### src/rtl/simon_pad.sv
// Player-side front end for Simon: synchronizes/debounces the four colour buttons,
// encodes one accepted press per player turn, and drives the lamps. Option macro: SIMON_PAD_ECHO_EN.
`default_nettype none

module simon_pad #(
    parameter int unsigned DEBOUNCE = 3,
    parameter int unsigned CNT_W    = 4
) (
    input  logic       clk,
    input  logic       reset,
    input  logic [3:0] btn,
    input  logic       simonTurn,
    input  logic [1:0] simonNum,
    input  logic       simonPressed,
    input  logic       gameOver,
    output logic [1:0] playerNum,
    output logic       playerPressed,
    output logic [3:0] lamp,
    output logic       multiPress
);

    localparam logic [CNT_W-1:0] LAST = CNT_W'(DEBOUNCE - 1);

    typedef enum logic [1:0] {
        ST_IDLE,
        ST_ARM,
        ST_WAIT_REL
    } state_t;

    state_t           r_state;
    logic [3:0]       r_sync1;
    logic [3:0]       r_sync2;
    logic [CNT_W-1:0] r_cnt;
    logic [1:0]       r_code;
    logic [1:0]       r_player_num;
    logic             r_pressed;
    logic             r_multi;
    logic [3:0]       r_lamp;

    logic             w_en;
    logic             w_none;
    logic             w_onehot;
    logic [1:0]       w_code;
    logic [3:0]       w_hot_latched;
    logic [CNT_W-1:0] w_cnt_inc;
    logic             w_accept;

    // Two-flop synchronizer for the asynchronous buttons.
    always_ff @(posedge clk or negedge reset) begin
        if (!reset) begin
            r_sync1 <= 4'b0000;
            r_sync2 <= 4'b0000;
        end else begin
            r_sync1 <= btn;
            r_sync2 <= r_sync1;
        end
    end

    assign w_en          = !simonTurn && !gameOver;
    assign w_none        = (r_sync2 == 4'b0000);
    assign w_onehot      = !w_none && ((r_sync2 & (r_sync2 - 4'd1)) == 4'b0000);
    assign w_hot_latched = 4'(4'b0001 << r_code);
    assign w_cnt_inc     = r_cnt + CNT_W'(1);

    always_comb begin
        w_code = 2'd0;
        case (r_sync2)
            4'b0010: w_code = 2'd1;
            4'b0100: w_code = 2'd2;
            4'b1000: w_code = 2'd3;
            default: w_code = 2'd0;
        endcase
    end

    // A single-cycle debounce window accepts straight from IDLE.
    assign w_accept = ((r_state == ST_ARM) && w_en && (r_sync2 == w_hot_latched)
                       && (w_cnt_inc == LAST))
                   || ((r_state == ST_IDLE) && w_onehot && w_en && (LAST == '0));

    // Press/release FSM with registered pulse outputs.
    always_ff @(posedge clk or negedge reset) begin
        if (!reset) begin
            r_state      <= ST_IDLE;
            r_cnt        <= '0;
            r_code       <= 2'd0;
            r_player_num <= 2'd0;
            r_pressed    <= 1'b0;
            r_multi      <= 1'b0;
        end else begin
            r_pressed <= 1'b0;
            r_multi   <= 1'b0;
            case (r_state)
                ST_IDLE: begin
                    r_cnt <= '0;
                    if (w_onehot) begin
                        if (w_accept) begin
                            r_player_num <= w_code;
                            r_pressed    <= 1'b1;
                            r_state      <= ST_WAIT_REL;
                        end else if (w_en) begin
                            r_code  <= w_code;
                            r_state <= ST_ARM;
                        end else begin
                            r_state <= ST_WAIT_REL;
                        end
                    end else if (!w_none) begin
                        r_multi <= 1'b1;
                        r_state <= ST_WAIT_REL;
                    end
                end
                ST_ARM: begin
                    if (!w_en || (r_sync2 != w_hot_latched)) begin
                        r_cnt   <= '0;
                        r_state <= w_none ? ST_IDLE : ST_WAIT_REL;
                    end else if (w_accept) begin
                        r_cnt        <= '0;
                        r_player_num <= r_code;
                        r_pressed    <= 1'b1;
                        r_state      <= ST_WAIT_REL;
                    end else begin
                        r_cnt <= w_cnt_inc;
                    end
                end
                ST_WAIT_REL: begin
                    if (!w_none) begin
                        r_cnt <= '0;
                    end else if ((LAST == '0) || (w_cnt_inc == LAST)) begin
                        r_cnt   <= '0;
                        r_state <= ST_IDLE;
                    end else begin
                        r_cnt <= w_cnt_inc;
                    end
                end
                default: begin
                    r_cnt   <= '0;
                    r_state <= ST_IDLE;
                end
            endcase
        end
    end

`ifdef SIMON_PAD_ECHO_EN
    logic r_echo;

    // Echo flag: set by an accepted press, held while the button stays down.
    always_ff @(posedge clk or negedge reset) begin
        if (!reset) begin
            r_echo <= 1'b0;
        end else if (w_accept) begin
            r_echo <= 1'b1;
        end else if (w_none || (r_state != ST_WAIT_REL)) begin
            r_echo <= 1'b0;
        end
    end
`endif

    // Lamp driver: game-over floods all lamps, otherwise the core's strobe.
    always_ff @(posedge clk or negedge reset) begin
        if (!reset) begin
            r_lamp <= 4'b0000;
        end else if (gameOver) begin
            r_lamp <= 4'b1111;
        end else if (simonTurn && simonPressed) begin
            r_lamp <= 4'(4'b0001 << simonNum);
`ifdef SIMON_PAD_ECHO_EN
        end else if (!simonTurn && r_echo && (r_state == ST_WAIT_REL)) begin
            r_lamp <= 4'(4'b0001 << r_player_num);
`endif
        end else begin
            r_lamp <= 4'b0000;
        end
    end

    assign playerNum     = r_player_num;
    assign playerPressed = r_pressed;
    assign multiPress    = r_multi;
    assign lamp          = r_lamp;

endmodule

`default_nettype wire
### config.mk
export PLATFORM = sky130hd
export DESIGN_NAME = simon_pad
export DESIGN_NICKNAME = d
export VERILOG_FILES = /design/src/rtl/simon_pad.sv
export SDC_FILE = /design/constraint.sdc
export NUM_CORES = 1
export LEC_CHECK = 0
export ABC_AREA = 1
export ABC_CLOCK_PERIOD_IN_PS = 3180
export BUFFER_PORTS_ARGS = -buffer_cell sky130_fd_sc_hd__buf_4
export CORE_MARGIN = 8
export CORE_UTILIZATION = 50
export CTS_BUF_LIST = sky130_fd_sc_hd__clkbuf_4
export DETAILED_ROUTE_END_ITERATION = 12
export PLACE_DENSITY = 0.72
export RECOVER_POWER = 50
export SYNTH_ARGS = -nofsm -noshare
export SYNTH_HDL_FRONTEND = slang
export SYNTH_SLANG_ARGS = --single-unit
### constraint.sdc
create_clock -name clk -period 3.18 [get_ports clk]
set_input_delay 0.636 -clock clk [delete_from_list [all_inputs] [get_ports clk]]
set_output_delay 0.636 -clock clk [all_outputs]
set_load 0.005 [all_outputs]
* Word level (Yosys, flattened, before mapping)
Index checks and enable logic that the tools add are counted.
** Cells by class
- Eq/ne operators :: 16
- Add/subtract/negate cells :: 2
- $mul :: 0
- Multiplexer cells :: 30
- Shift operators :: 2
- Reduce and logical (&&, ||, !) cells :: 18
- Bitwise logic cells :: 2
- Divide/modulo/power cells :: 0
- $lt $le $gt $ge :: 0
** Operator list (number)
- two-way mux 2 bit :: 13
- two-way mux 4 bit :: 6
- inequality test 2 bit, second input constant :: 6
- case mux 2 bit (3 select lines) :: 2
- equality test 4 x 2 -> 1 bit, second input constant :: 2
- logical NOT 4 bit :: 2
- case mux 4 bit (2 select lines) :: 1
- AND reduction 4 bit :: 2
- << shifter 1 x 2 -> 4 bit, first input constant :: 2
- logical AND 1 bit :: 6
- two-way mux 1 bit :: 6
- AND reduction 5 bit :: 1
- adder 4 x 1 -> 4 bit, second input constant :: 1
- bitwise AND 4 bit :: 1
- equality test 4 x 3 -> 1 bit, second input constant :: 1
- equality test 4 bit :: 1
- equality test 4 bit, second input constant :: 1
- logical NOT 1 bit :: 4
- inequality test 4 bit :: 1
- case mux 2 bit (2 select lines) :: 1
- subtractor 4 x 1 -> 4 bit, second input constant :: 1
- inequality test 3 x 2 -> 1 bit, second input constant :: 1
- inequality test 3 bit, second input constant :: 1
- equality test 2 x 1 -> 1 bit, second input constant :: 1
- other kinds (6) :: 6
** Word-level totals
- Memory bits (writable) :: 0
- Word-level logic and storage cells :: 79
- Memory bits (read-only) :: 0
- Memories kept :: 0
- Output and inout bits :: 8
- Register bits :: 24
- Latch bits :: 0
- Input port bits :: 11

* Logic depth before layout (Yosys ltp)
Gate-level depths: netlist of the first run.
- Word-level depth :: 8
- Gate-level depth with buffers :: 12
- Mapped depth without buffers :: 12

* Worst setup path after synthesis of the first run
No wires, ideal clock.
- Path kind :: input port to flip-flop
- Start point :: in gameOver
- End point :: reg r_state[0]
- Data arrival time :: 1.378 ns
- Stages on the path :: 10
- Path slack :: 1.680 ns
- Required time :: 3.058 ns
- Library setup time :: 0.122 ns
- Path buffers :: 0
- Cells stage by stage :: inv_2 nand2_1 nor2_1 nand2_1 nor2_4 nand2_1 nand3b_2 nand2_2 nand2_1 o21ai_1
** Between the ends
- Word-level cells in the longest chain between the ends :: 8
- Elaborated cells on any way between the ends :: 14
- Those cells by class :: eq/ne (1); mux (5); reduce/logical (8)
** RTL lines
- from (decl) :: RTL line 15 : input logic gameOver,
- logical NOT 1 bit * :: RTL line 59 : assign w_en = !simonTurn && !gameOver;
- logical AND 1 bit * :: RTL line 59
- logical AND 1 bit (2 in a row) :: RTL line 76 : assign w_accept = ((r_state == ST_ARM) && w_en && (r_sync2 == w_hot_latched)
- logical AND 1 bit :: RTL line 77 : && (w_cnt_inc == LAST))
- two-way mux 2 bit :: RTL line 96 : if (w_accept) begin
- two-way mux 2 bit :: RTL line 95 : if (w_onehot) begin
- case mux 2 bit (3 select lines) :: RTL line 92 : case (r_state)
- to (signal assigned) :: RTL line 114 : r_state <= w_none ? ST_IDLE : ST_WAIT_REL;
- to (decl) :: RTL line 30 : state_t r_state;
Mark *: on every way between the ends. The rest lies on a longest branch, timed or not.
A chain may end at the register's enable or synchronous reset.

* Worst setup path in the final report of the first run
- Start point :: reg r_state[1]
- End point :: reg r_state[0]
** Between the ends
- Word-level cells in the longest chain between the ends :: 7
- Elaborated cells on any way between the ends :: 14
- Those cells by class :: eq/ne (6); mux (3); reduce/logical (5)
** RTL lines (RTL line)
- equality test 2 x 1 -> 1 bit :: 76, 92
- logical AND 1 bit (2 in a row) :: 76
- logical AND 1 bit :: 77
- two-way mux 2 bit :: 96
- two-way mux 2 bit :: 95
- case mux 2 bit (3 select lines) :: 92
Several ways; a longest one is shown, not always the timed one.

==> impl_metrics.json, run 1 <==
{
  "status": "finished, final reports clean",
  "clock.fmax_ghz": 0.603,
  "crit_type": "reg2reg",
  "startpoint": "r_state[1]$_DFFE_PN0P_",
  "core-area_um2": 2210,
  "p_per_area_nw_per_um2": 522,
  "finalWorstPathRequiredPeriod_ps": 1660,
  "firstDrtPassIters": 4,
  "vias": 919,
  "fin_util": 0.615,
  "endpoint": "r_state[0]$_DFFE_PN0P_",
  "die_y_um": 64.3,
  "fin_cells": 183,
  "cts_tree": "built",
  "min_path_type": "reg2reg",
  "h-tree-depth": 1,
  "diodes": 0,
  "r2r-start": "r_state[1]$_DFFE_PN0P_",
  "timing.rr.end": "r_state[0]$_DFFE_PN0P_",
  "grt_overflow_total": 0,
  "reg2reg_depth": 11,
  "ys_ff_latch": 24,
  "seq_area_frac_synth": 0.514,
  "cts_hold_repair.buffers": 0,
  "wl_per_cell_um": 12.7,
  "crit_path_max_fanout": 6,
  "setup_viol": 0,
  "syn_inst": 133,
  "most-common-layout-cells": "38 x nand2_1, 24 x dfrtp_1, 17 x buf_4",
  "route.detailed.drc": 0,
  "grt_pass1_wl_um": 4170,
  "port_buffers": 18,
  "synthArstFlopShare": 1.00,
  "post-cts-setup-buffers": 0,
  "maxCapViolCount": 0,
  "vdd_drop_max_v": 0.000375,
  "synth-edff-count": 0,
  "antenna_found_initial": 0,
  "drtAntennaViolNets": 0,
  "wl_met2_um": 1250,
  "hold_viol_final": 0,
  "ys_warn_count": 0,
  "dieArea_um2": 4140,
  "wl_um": 2330,
  "syn2layout_area_growth_pct": 16.5,
  "nets": 172,
  "met3_length_um": 174,
  "tightestPinTransition_ps": 1200,
  "grt_max_degree": 25,
  "routed.top_layer": "met4",
  "die_x_um": 64.3,
  "cp.arrival_ps": 1870,
  "yosysTopAreaCell": "dfrtp_1",
  "finalCritPeriodShare": 0.521,
  "place.gp.congestion": 0.803,
  "hpwl_um": 1910,
  "r2r_slack_ps": 1520,
  "grt_pass1_vias": 984,
  "relSlewSlack": 0.200,
  "worst_setup_path_start_kind": "flop",
  "initial_core_util": 0.528,
  "synth_area_leaders": "dfrtp_1 51%, nand2_1 12%, ha_1 5.4%",
  "final_layout_size_suffix_gt1_frac": 0.265,
  "mostFrequentLayoutCell": "nand2_1",
  "crit_path_end_kind": "flop",
  "grt_usage": 0.123,
  "dp_cells": 179,
  "skew_ps": 1.89,
  "finalMaxSlewViolations": 0,
  "crit_required_ps": 3390,
  "drt-initial-drc-count": 40,
  "rsz0062_at_grt": "no",
  "clk-insertion-delay-late_ps": 310,
  "synth_top_area_share": 0.514,
  "synth_ff_type": "dfrtp_1",
  "cts.reportedPaths.clkPinSlew_ps": 130,
  "holdWs_ps": 365,
  "drt-met1-wl_um": 877,
  "ctsLongestPathBuffers": 2,
  "cts_made_buffers": 3,
  "synthesis.area_um2": 1170,
  "rows": 17,
  "numClockSinks": 24,
  "synth_cell_types": 19,
  "syn_nets": 149,
  "vias_per_cell": 5.02,
  "tns_ps": 0,
  "boundaryPins": 19,
  "cts_resized": 0,
  "cts_root_buffer": "clkbuf_4",
  "postSynthAreaPerCell_um2": 8.79,
  "leakage_nw": 0.667
}
critical path, stage by stage (launching register included):
cell	delay, ps
dfrtp_1	430
inv_1	90
ha_1	270
inv_2	40
nor2_1	90
nand2_1	90
nor2_4	130
nand2_1	110
nand3b_2	110
nand2_2	70
nand2_1	70
o21ai_1	60
routing by layer:
layer	up-vias	track usage
met3	5	0.0453
met2	27	0.222
met5	-	0
li1	457	-
met4	0	0.0518
met1	430	0.124
layout make-up:
type,count,area [um^2]
Fill cell,202,851
Sequential cell,24,601
Multi-Input combinational cell,88,489
Timing Repair Buffer,18,131
Inverter,21,78.8
Tap cell,28,35.0
Clock buffer,3,22.5
Clock inverter,1,3.75
stage by stage:
step / setup WS, ps / power (mW) / instance area [um^2]
after detailed placement: 1410 / 0.586 / 1340
after floorplan: 1680 / 0.513 / 1170
after global routing: 1310 / 0.764 / 1360
after CTS: 1510 / 0.716 / 1370
final: 1520 / 0.710 / 1360
after global placement: 1460 / 0.573 / 1340
state kept, by name, summed over array words and instances, names as in the netlist:
register,count
r_sync2,4
r_state,2
playerPressed,1
multiPress,1
r_sync1,4
r_cnt,4
lamp,4
playerNum,2
r_code,2
synthesized netlist by cell type, types with 3 or more instances:
master and n:
nor2_1 9, dfrtp_1 24, o21ai_1 4, nor2_4 3, nand2_2 5, inv_2 6, ha_1 5, inv_1 15
nor2_2 3, o31ai_1 5, nand3_1 4, nand2_1 38, o21ai_0 4, a21oi_1 3
how the worst min path moves through the flow:
stage                               from  cells after the start                      end
floorplan           r_sync1[0]$_DFF_PN0_                      0     r_sync2[0]$_DFF_PN0_
global placement    r_sync1[1]$_DFF_PN0_                      0     r_sync2[1]$_DFF_PN0_
detailed placement  r_sync1[3]$_DFF_PN0_                      0     r_sync2[3]$_DFF_PN0_
CTS                                reset                      1  playerPressed$_DFF_PN0_
global route        r_sync1[3]$_DFF_PN0_                      0     r_sync2[3]$_DFF_PN0_
finish              r_sync1[3]$_DFF_PN0_                      0     r_sync2[3]$_DFF_PN0_
cells by family (layout without fill, tap and decap cells):
group | after synthesis | after routing | synth area share
AO/OA/AOI/OAI | 17 | 17 | 0.0867
adder cells (fa/ha/maj) | 5 | 5 | 0.0535
buffers and inverters | 21 | 43 | 0.0674
flip-flops | 24 | 24 | 0.514
AND/OR/NAND/NOR | 66 | 66 | 0.278
report_power, final:
part           switching [mW]  internal [mW]  leakage, nW
sequential             0.0239          0.340        0.301
combinational           0.135         0.0785        0.351
clock                  0.0869         0.0458       0.0154
total                   0.246          0.464        0.667
No activity file was read; power rests on OpenSTA's default activity.
==> run 2: changes to the inputs <==
- ABC_AREA: 1 -> 0
- ABC_CLOCK_PERIOD_IN_PS: 3180 -> 1600
- clock period: 3.18 -> 1.6 ns (I/O delays scaled with it)
==> impl_metrics.json, run 2 <==
{
  "crit_required_ps": 1820,
  "place.gp.congestion": 0.867,
  "grt_max_degree": 25,
  "firstDrtPassIters": 4,
  "boundaryPins": 19,
  "pre_cts_ws_ps": -160,
  "cts_made_buffers": 3,
  "rsz0062_at_grt": "yes",
  "finalWorstPathRequiredPeriod_ps": 1740,
  "setup_slack_ps": -142,
  "synth-edff-count": 0,
  "worstPathCellList": "inv_1 -> ha_2 -> nor4b_4 -> a21oi_4 -> o21ai_4 -> mux2_4",
  "grt_overflow_total": 0,
  "ctsLongestPathBuffers": 2,
  "timing.rr.end": "r_code[0]$_DFFE_PN0P_",
  "wl_um": 2850,
  "synth_top_area_share": 0.510,
  "grt_usage": 0.145,
  "min_path_type": "in2reg",
  "critPathMaxStageDelay_ps": 430,
  "seq_area_frac_synth": 0.510,
  "vias": 960,
  "power.share.clock": 0.191,
  "grt_pass1_vias": 1013,
  "register_area_um2": 604,
  "finalCritPeriodShare": 1.09,
  "p_per_area_nw_per_um2": 886,
  "cp_top_family": "flip-flops",
  "initial_core_util": 0.532,
  "cts_tree": "built",
  "ys_ff_latch": 24,
  "cp.arrival_ps": 1970,
  "dp_cells": 162,
  "h-tree-depth": 1,
  "hold_viol_final": 0,
  "route.detailed.drc": 0,
  "drtAntennaViolNets": 0,
  "finalMaxSlewViolations": 0,
  "crit_path_end_kind": "flop",
  "vdd_drop_max_v": 0.000717,
  "core-area_um2": 2210,
  "reg2reg_depth": 6,
  "pwr-share-seq": 0.502,
  "path_buf_inv": 1,
  "intPower_mw": 0.979,
  "rows": 17,
  "vias_per_cell": 5.58,
  "power_frac_comb": 0.307,
  "tightestPinTransition_ps": 590,
  "hold_path_end": "r_sync1[0]$_DFF_PN0_",
  "crit_type": "reg2reg",
  "grt_pass1_wl_um": 4800,
  "relSlewSlack": 0.607,
  "synthTopCellsByCount": "24 x dfrtp_1, 8 x inv_1, 7 x nor2_1",
  "crit_path_max_fanout": 5,
  "syn_inst": 105,
  "holdWs_ps": 122,
  "synth_cell_types": 39,
  "fin_cells": 172,
  "hpwl_um": 1790,
  "maxCapViolCount": 0,
  "stdcell_area_um2": 1630,
  "most-common-layout-cells": "28 x buf_4, 21 x dfrtp_1, 8 x inv_1",
  "dieArea_um2": 4160,
  "leakage_nw": 0.742,
  "n_fill_cell": 143,
  "failed_checks": "negative setup slack",
  "setup_viol": 9,
  "fin_util": 0.737,
  "skew_ps": 8.58,
  "numClockSinks": 24,
  "worst_setup_path_start_kind": "flop",
  "switchingPower_mw": 0.465,
  "mostFrequentLayoutCell": "buf_4",
  "clock.fmax_ghz": 0.574,
  "cts_root_buffer": "clkbuf_4",
  "syn2layout_area_growth_pct": 38.5,
  "port_buffers": 18,
  "yosysMostFrequentCell": "dfrtp_1",
  "drt-initial-drc-count": 41,
  "postSynthAreaPerCell_um2": 11.2,
  "placed_cell_area_um2": 1450,
  "syn_nets": 121,
  "cts.reportedPaths.clkPinSlew_ps": 130,
  "wl_per_cell_um": 16.6,
  "nets": 161,
  "yosysTopAreaCell": "dfrtp_1",
  "r2r-start": "r_cnt[1]$_DFF_PN0_",
  "swShare": 0.322,
  "clk-insertion-delay-late_ps": 320,
  "status": "finished with violations",
  "whs_path_depth": 1,
  "synth_ff_type": "dfrtp_1",
  "synthArstFlopShare": 1.00,
  "multi_input_area_um2": 638,
  "diodes": 0,
  "ys_warn_count": 0,
  "antenna_found_initial": 0,
  "critical_path.slowest_cell": "dfrtp_1",
  "synthesis.area_um2": 1180,
  "synth_area_leaders": "dfrtp_1 51%, ha_1 5.3%, inv_1 2.6%",
  "final_layout_size_suffix_gt1_frac": 0.465,
  "hold_start": "btn[0]",
  "die_y_um": 64.5,
  "r2r_slack_ps": -140,
  "die_x_um": 64.5,
  "fin_total_pwr_mw": 1.44,
  "tns_ps": -860
}
run 2: cell types whose count changed in the layout (fill, tap and decap cells not counted), moves of 4 or more:
cell	delta
clkbuf_4	+4
inv_2	-6
nand2_2	-4
buf_4	+11
inv_1	-7
nand2_1	-34
run 2: final cells by class:
class                   count  area share
well taps                  28      0.0215
multi-input cells          69       0.391
repair buffers             39       0.182
clock inverters             1     0.00230
flip-flops and latches     24       0.371
inverters                   8      0.0184
clock buffers               3      0.0138
run 2: repair_timing:
action,in CTS,in global routing
hold endpoints to repair,24,0
gates resized for setup,15,11
pin swaps,11,4
buffers inserted,4,2
hold buffers,1,0
endpoints found under the setup margin,9,9
run 2: worst max path at each step:
| stage | from | end | slack, ps | cells after the start |
|---|---|---|---|---|
| 2_1_floorplan | r_sync2[0]$_DFF_PN0_ | r_code[0]$_DFFE_PN0P_ | -160 | 6 |
| 3_3_place_gp | r_sync2[2]$_DFF_PN0_ | r_code[1]$_DFFE_PN0P_ | -80 | 5 |
| 4_1_cts | r_sync2[0]$_DFF_PN0_ | r_code[0]$_DFFE_PN0P_ | -140 | 5 |
| 3_5_place_dp | r_sync2[2]$_DFF_PN0_ | r_code[0]$_DFFE_PN0P_ | -160 | 5 |
| 5_1_grt | r_cnt[1]$_DFF_PN0_ | r_code[0]$_DFFE_PN0P_ | -210 | 6 |
| 6_report | r_cnt[1]$_DFF_PN0_ | r_code[0]$_DFFE_PN0P_ | -140 | 6 |
run 2: power groups by stage:
stage / clock network (mW) / logic [mW] / registers, mW
5_1_grt: 0.303 / 0.484 / 0.730
3_3_place_gp: 0 / 0.351 / 0.722
6_report: 0.277 / 0.443 / 0.724
4_1_cts: 0.281 / 0.415 / 0.721
2_1_floorplan: 0 / 0.220 / 0.715
3_5_place_dp: 0 / 0.357 / 0.726
run 2: metal layers:
layer | vias to the layer above | wire length, um | part of all wire | track usage
met5 | - | 0 | 0 | 0
met4 | 0 | 60 | 0.021 | 0.0681
met3 | 9 | 178 | 0.062 | 0.0550
met2 | 29 | 1390 | 0.49 | 0.240
met1 | 471 | 1220 | 0.43 | 0.162
li1 | 451 | - | - | -
run 2: cell families after synthesis:
group           after synthesis  synth area share
fa+ha+maj                     6            0.0616
flops                        24             0.510
simple gates                 30             0.138
buf+inv                      12            0.0531
xor+xnor                      6            0.0446
compound gates               25             0.173
mux                           2            0.0191
